$ cat src/rtl/stage0_instruction_fetch_if.sv
// Purpose: handshake and data bundle between the fetch stage, its memory and decode.
// Latency: none; this only groups signals.
// Backpressure: stall_i from decode holds the output; mem_ack_i completes a fetch.
//
// Ports (from the fetch stage's point of view, modport master):
//   mem_req_o/mem_addr_o        : word fetch request, held until mem_ack_i
//   mem_ack_i/mem_data_i        : fetch completion and returned instruction word
//   stall_i                     : decode cannot accept a new instruction this cycle
//   redirect_i/redirect_addr_i  : one-cycle control-flow change and its target
//   valid_o/instruction_o/pc_o  : IF/ID output register
//   exception_o                 : sticky misaligned-fetch-target flag
interface stage0_instruction_fetch_if;
    logic        mem_req_o;
    logic [31:0] mem_addr_o;
    logic        mem_ack_i;
    logic [31:0] mem_data_i;
    logic        stall_i;
    logic        redirect_i;
    logic [31:0] redirect_addr_i;
    logic        valid_o;
    logic [31:0] instruction_o;
    logic [31:0] pc_o;
    logic        exception_o;

    modport master (
        output mem_req_o, mem_addr_o, valid_o, instruction_o, pc_o, exception_o,
        input  mem_ack_i, mem_data_i, stall_i, redirect_i, redirect_addr_i
    );

    modport slave (
        input  mem_req_o, mem_addr_o, valid_o, instruction_o, pc_o, exception_o,
        output mem_ack_i, mem_data_i, stall_i, redirect_i, redirect_addr_i
    );
endinterface

$ cat src/rtl/stage0_instruction_fetch.sv
// Purpose: fetch stage - owns the fetch PC, issues word requests, fills the IF/ID register.
// Latency: instruction appears on valid_o/instruction_o/pc_o one cycle after its mem_ack_i.
// Backpressure: stall_i holds the output; one more word is parked in a skid buffer, then fetch pauses.
//
// Ports: clock_i (rising edge), resetn_i (async, active low), bus (stage0_instruction_fetch_if.master).
module stage0_instruction_fetch #(
    parameter logic [31:0] BOOT_ADDR = 32'h0000_0000
) (
    input  logic                         clock_i,
    input  logic                         resetn_i,
    stage0_instruction_fetch_if.master   bus
);

    localparam logic [31:0] NOP_INSTR = 32'h0000_0013;

    typedef enum logic [1:0] {
        S_REQ,      // request outstanding at pc_fetch
        S_HOLD,     // skid buffer full, waiting for decode to drain the output
        S_DISCARD,  // wrong-path request still outstanding; its data will be dropped
        S_HALT      // misaligned target; wait for an aligned redirect
    } state_t;

    state_t      state;
    logic [31:0] pc_fetch;
    logic [31:0] discard_addr;  // address of the abandoned request, kept on the bus until acked
    logic [31:0] skid_dat;      // skid occupancy is implied by state == S_HOLD
    logic [31:0] skid_pc;
    logic [31:0] instr_q;
    logic [31:0] pc_q;
    logic        valid_q;
    logic        exc_q;         // doubles as the pending-halt flag: both set and clear together

    logic        out_free;
    logic        redir_misaligned;

    assign out_free         = !valid_q || !bus.stall_i;
    assign redir_misaligned = (bus.redirect_addr_i[1:0] != 2'b00);

    // Gated by reset so no request escapes while the memory is itself held in reset.
    assign bus.mem_req_o  = resetn_i && ((state == S_REQ) || (state == S_DISCARD));
    // pc_fetch already moved to the redirect target, but the old request must stay stable.
    assign bus.mem_addr_o = (state == S_DISCARD) ? discard_addr : pc_fetch;

    assign bus.valid_o       = valid_q;
    assign bus.instruction_o = instr_q;
    assign bus.pc_o          = pc_q;
    assign bus.exception_o   = exc_q;

    always_ff @(posedge clock_i or negedge resetn_i) begin
        if (!resetn_i) begin
            state        <= S_REQ;
            pc_fetch     <= BOOT_ADDR;
            discard_addr <= BOOT_ADDR;
            skid_dat     <= NOP_INSTR;
            skid_pc      <= 32'h0;
            instr_q      <= NOP_INSTR;
            pc_q         <= 32'h0;
            valid_q      <= 1'b0;
            exc_q        <= 1'b0;
        end else if (bus.redirect_i) begin
            // Redirect beats stall and ack: the output and any parked word are wrong-path.
            valid_q  <= 1'b0;
            pc_fetch <= bus.redirect_addr_i;
            exc_q    <= redir_misaligned;
            case (state)
                S_REQ: begin
                    if (bus.mem_ack_i) begin
                        state <= redir_misaligned ? S_HALT : S_REQ;
                    end else begin
                        state        <= S_DISCARD;
                        discard_addr <= pc_fetch;
                    end
                end
                S_DISCARD: begin
                    if (bus.mem_ack_i) begin
                        state <= redir_misaligned ? S_HALT : S_REQ;
                    end
                end
                default: begin
                    // S_HOLD and S_HALT have nothing outstanding at the memory.
                    state <= redir_misaligned ? S_HALT : S_REQ;
                end
            endcase
        end else begin
            case (state)
                S_REQ: begin
                    if (bus.mem_ack_i) begin
                        pc_fetch <= pc_fetch + 32'd4;
                        if (out_free) begin
                            instr_q <= bus.mem_data_i;
                            pc_q    <= pc_fetch;
                            valid_q <= 1'b1;
                        end else begin
                            skid_dat <= bus.mem_data_i;
                            skid_pc  <= pc_fetch;
                            state    <= S_HOLD;
                        end
                    end else if (out_free) begin
                        valid_q <= 1'b0;
                    end
                end
                S_HOLD: begin
                    // Output is always valid here, so stall_i alone decides the drain.
                    if (!bus.stall_i) begin
                        instr_q <= skid_dat;
                        pc_q    <= skid_pc;
                        valid_q <= 1'b1;
                        state   <= S_REQ;
                    end
                end
                S_DISCARD: begin
                    if (out_free) begin
                        valid_q <= 1'b0;
                    end
                    if (bus.mem_ack_i) begin
                        state <= exc_q ? S_HALT : S_REQ;
                    end
                end
                S_HALT: begin
                    valid_q <= 1'b0;
                end
                default: begin
                    state <= S_REQ;
                end
            endcase
        end
    end

endmodule

$ cat src/flat_wrapper.sv
// flat-port wrapper written by rule: the top's interface ports become plain ports
module stage0_instruction_fetch_flat 
#(
    parameter logic [31:0] BOOT_ADDR = 32'h0000_0000
)
  (clock_i, resetn_i, bus_mem_req_o, bus_mem_addr_o, bus_valid_o, bus_instruction_o, bus_pc_o, bus_exception_o, bus_mem_ack_i, bus_mem_data_i, bus_stall_i, bus_redirect_i, bus_redirect_addr_i);
  stage0_instruction_fetch_if bus_i ();
  input  logic clock_i;
  input  logic resetn_i;
  output wire logic [$bits(bus_i.mem_req_o)-1:0] bus_mem_req_o;
  output wire logic [$bits(bus_i.mem_addr_o)-1:0] bus_mem_addr_o;
  output wire logic [$bits(bus_i.valid_o)-1:0] bus_valid_o;
  output wire logic [$bits(bus_i.instruction_o)-1:0] bus_instruction_o;
  output wire logic [$bits(bus_i.pc_o)-1:0] bus_pc_o;
  output wire logic [$bits(bus_i.exception_o)-1:0] bus_exception_o;
  input wire logic [$bits(bus_i.mem_ack_i)-1:0] bus_mem_ack_i;
  input wire logic [$bits(bus_i.mem_data_i)-1:0] bus_mem_data_i;
  input wire logic [$bits(bus_i.stall_i)-1:0] bus_stall_i;
  input wire logic [$bits(bus_i.redirect_i)-1:0] bus_redirect_i;
  input wire logic [$bits(bus_i.redirect_addr_i)-1:0] bus_redirect_addr_i;
  assign bus_mem_req_o = bus_i.mem_req_o;
  assign bus_mem_addr_o = bus_i.mem_addr_o;
  assign bus_valid_o = bus_i.valid_o;
  assign bus_instruction_o = bus_i.instruction_o;
  assign bus_pc_o = bus_i.pc_o;
  assign bus_exception_o = bus_i.exception_o;
  assign bus_i.mem_ack_i = bus_mem_ack_i;
  assign bus_i.mem_data_i = bus_mem_data_i;
  assign bus_i.stall_i = bus_stall_i;
  assign bus_i.redirect_i = bus_redirect_i;
  assign bus_i.redirect_addr_i = bus_redirect_addr_i;
  stage0_instruction_fetch #(.BOOT_ADDR(BOOT_ADDR)) u_core (.clock_i(clock_i), .resetn_i(resetn_i), .bus(bus_i));
endmodule
$ cat config.mk
export PLATFORM = sky130hd
export DESIGN_NAME = stage0_instruction_fetch_flat
export DESIGN_NICKNAME = d
export VERILOG_FILES = /design/src/rtl/stage0_instruction_fetch_if.sv /design/src/rtl/stage0_instruction_fetch.sv /design/src/flat_wrapper.sv
export SDC_FILE = /design/constraint.sdc
export NUM_CORES = 1
export LEC_CHECK = 0
export ABC_AREA = 1
export BUFFER_PORTS_ARGS = -buffer_cell sky130_fd_sc_hd__buf_2
export CORE_MARGIN = 2
export CORE_UTILIZATION = 35
export DETAILED_ROUTE_END_ITERATION = 16
export SYNTH_ARGS = -nofsm -noshare
export SYNTH_HDL_FRONTEND = slang
export SYNTH_SLANG_ARGS = --single-unit
$ cat constraint.sdc
create_clock -name clock_i -period 2.4 [get_ports clock_i]
set_input_delay 0.48 -clock clock_i [delete_from_list [all_inputs] [get_ports clock_i]]
set_output_delay 0.48 -clock clock_i [all_outputs]
set_load 0.005 [all_outputs]
==> run_results.csv <==
group,metric,value,unit
run_status,status,"finished clean",
place,dp_hpwl,18130,um
setup_path,end_kind,"output port",
routing,drtIter0Drc,607,
final_layout,final_area,11340,um2
setup_path,rrSetupSlack,0.33,ns
floorplanning,die_h,168.4,um
setup_path,crit_required,1.92,ns
final_layout,final_common_cell,"nand2_1",
global_routing,grt_pass1_wl,40530,um
setup_path,crit_type,"reg -> out",
power_and_ir_drop,power,13.04,mW
hold_path,hold_path_class,"in -> reg",
final_layout,antenna_cells,0,
clock_network,cts_max_path_buffers,2,
routing,route.vias.total,8177,
sta,clock_skew,0.01016,ns
global_routing,overflow,0,
final_layout,finalNetCount,1427,
power_and_ir_drop,power.leakage,5.771,nW
setup_path,cp_max_fo,34,
power_and_ir_drop,power.density,1150,nW/um2
setup_path,cp-start-kind,"flip-flop",
routing,wirelength,25080,um
hold_path,worstHoldEndpoint,"u_core.pc_fetch[11]",
sta,fmax,431.9,MHz
place,placed_area,10730,um2
hold_path,whs_path_depth,3,
routing,drc,0,
floorplanning,num_rows,60,
clock_network,cts_tree,"yes",
routing,final_antenna_net_count,0,
clock_network,cts.sinks,196,
place,placement.io_buffers,167,
floorplanning,dieArea,28340,um2
setup_path,rr_worst_depth,8,
power_and_ir_drop,ir_drop,509.4,uV
sta,min_period_over_period,96.47,%
flow_run,max_cap_viol_count,0,
clock_network,cts.htree.levels,4,
sta,max-slew-margin-rel,50.96,%
yosys,syn-num-nets,1279,
place,gp_congestion,0.9216,
setup_path,r2r_end,"u_core.pc_fetch[20]",
clock_network,cts_setup_buffers,0,
sta,worst_pin_slew,0.7355,ns
final_layout,syn2layout_area_growth,19.92,%
yosys,yosysWarnings,0,
setup_path,worstSetupStartpoint,"u_core.state[0]",
yosys,syn_inst,1209,
setup_path,critPathMaxStageDelay,0.44,ns
floorplanning,start_util,35.37,%
setup_path,worstReg2RegStart,"u_core.pc_fetch[2]",
floorplanning,ioPinCount,168,
clock_network,clkLatencyLatePin,0.42,ns
final_layout,final_cell_mix,"314 x nand2_1, 206 x o21ai_0, 189 x dfrtp_1, 166 x buf_2, 149 x inv_1",
global_routing,antenna_found_initial,0,
yosys,ys_types,33,
sta,maxSlewViolCount,0,
setup_path,worst-endpoint-arrival,1.84,ns
yosys,ys_ff_latch,196,
yosys,yosysSeqAreaShare,51.96,%
routing,viasPerCell,4.779,
floorplanning,core_area,26730,um2
global_routing,grt_max_degree,61,
yosys,synth_area,9454,um2
sta,final.min_clock_period,2.315,ns
setup_path,cp_top_family,"buffers and inverters",
hold_path,min_from,"bus_redirect_addr_i[11]",
routing,dr.pass1.iters,6,
global_routing,grtUsageTotal,17.93,%
global_routing,first_global_vias,7631,
clock_network,root_buffer,"clkbuf_16",
routing,avgRoutedWirePerCell,14.66,um
sta,setup_viol,0,
clock_network,cts_buffers,17,
sta,fin_hold_ws,0.2745,ns
setup_path,path_cells,"inv_1 > nand2_2 > clkinv_4 > buf_12 > o21ai_0 > buf_2",
final_layout,drive_gt1_share,19.12,%
setup_path,slowest_stage,"dfrtp_2",
setup_path,path_buf_inv,4,
yosys,synth_area_per_cell,7.820,um2
floorplanning,die_w,168.4,um
sta,hold_viol,0,
clock_network,clk_pin_slew,0.08,ns
==> final cells by class <==
| class | instances | area, um2 |
|---|---|---|
| fill | 2764 | 15390 |
| multi-input combinational | 797 | 3679 |
| tap | 341 | 426.7 |
| inverter | 152 | 583.1 |
| sequential | 196 | 4913 |
| timing repair buffer | 193 | 1146 |
| clock inverter | 13 | 136.4 |
| clock buffer | 19 | 452.9 |
==> tightest hold or removal path, cell delays in order <==
cell and delay, ns:
buf_2 0.07, nand2_1 0.04, nand3_1 0.07
==> logic make-up (layout without fill, tap and decap cells) <==
family / count (synthesis) / after routing / share of synthesized area [%]
AO/OA/AOI/OAI: 294 / 294 / 16.87
flip-flops: 196 / 196 / 51.96
adder cells (fa/ha/maj): 1 / 1 / 0.1323
AND/OR/NAND/NOR: 493 / 493 / 20.82
buffers and inverters: 216 / 377 / 9.383
XOR/XNOR: 9 / 9 / 0.8338
==> how the worst max path moves through the flow <==
stage / slack, ns / cells after the start / end
after floorplan: 0.77 / 6 / bus_mem_addr_o[0]
after global placement: 0.30 / 7 / u_core.bus.instruction_o[8]
after detailed placement: 0.26 / 8 / u_core.skid_pc[3]
after CTS: 0.006 / 7 / bus_mem_addr_o[28]
after global routing: -0.006 / 6 / bus_mem_addr_o[25]
final: 0.08 / 6 / bus_mem_addr_o[2]
==> flip-flops by register name, summed over array words and instances (netlist names) <==
signal                    flops
u_core.bus.instruction_o     32
u_core.bus.pc_o              32
u_core.pc_fetch              32
u_core.skid_pc               32
u_core.bus.exception_o        1
u_core.bus.valid_o            1
u_core.discard_addr          32
u_core.skid_dat              32
u_core.state                  2
==> metrics by stage <==
stage | setup slack [ns] | setup TNS [ns] | utilization (%) | instances
6_report | 0.08467 | 0 | 42.42 | 1711
5_1_grt | -0.006456 | -0.01248 | 42.42 | 1711
4_1_cts | 0.005786 | 0 | 42.39 | 1711
3_5_place_dp | 0.2594 | 0 | 40.13 | 1678
3_3_place_gp | 0.2980 | 0 | 40.13 | 1678
2_1_floorplan | 0.7711 | 0 | - | 1209
==> cells in the mapped netlist (all sizes together) <==
| master | instances | area share (%) |
|---|---|---|
| clkinv | 1 | 0.093 |
| ha | 1 | 0.13 |
| dfstp | 6 | 1.7 |
| clkbuf | 29 | 1.2 |
| xnor2 | 1 | 0.093 |
| nand2 | 319 | 13 |
| nand4 | 3 | 0.20 |
| buf | 35 | 2.1 |
| o21bai | 5 | 0.40 |
| nor2 | 117 | 4.9 |
| a21oi | 65 | 4.2 |
| inv | 151 | 6.0 |
| o221ai | 4 | 0.37 |
| o22ai | 2 | 0.13 |
| nor3 | 4 | 0.21 |
| o211ai | 7 | 0.56 |
| xor2 | 8 | 0.74 |
| o21ai | 210 | 11 |
| nand3 | 48 | 2.5 |
| and2 | 1 | 0.066 |
| nor3b | 1 | 0.13 |
| dfrtp | 190 | 50 |
| a31oi | 1 | 0.066 |
==> layer usage <==
layer  track usage (%)  part of all wire (%)  wire (um)
met5                 0                     0          0
met4             3.861                   1.1        277
met3             3.056                   5.2       1306
met2             28.07                    44      11100
met1             26.14                    49      12390
==> report_power, final <==
part           leakage [nW]  internal, mW  switching, mW
clock network         0.292          1.53           1.33
logic                  3.11          1.88           2.90
registers              2.37          4.67          0.726
==> repair_timing <==
action,4_1_cts,5_1_grt
hold buffers,1,0
endpoints found under the hold margin,30,0
resized for setup,6,3
endpoints found under the setup margin,10,20
(Power assumes the default switching activity.)
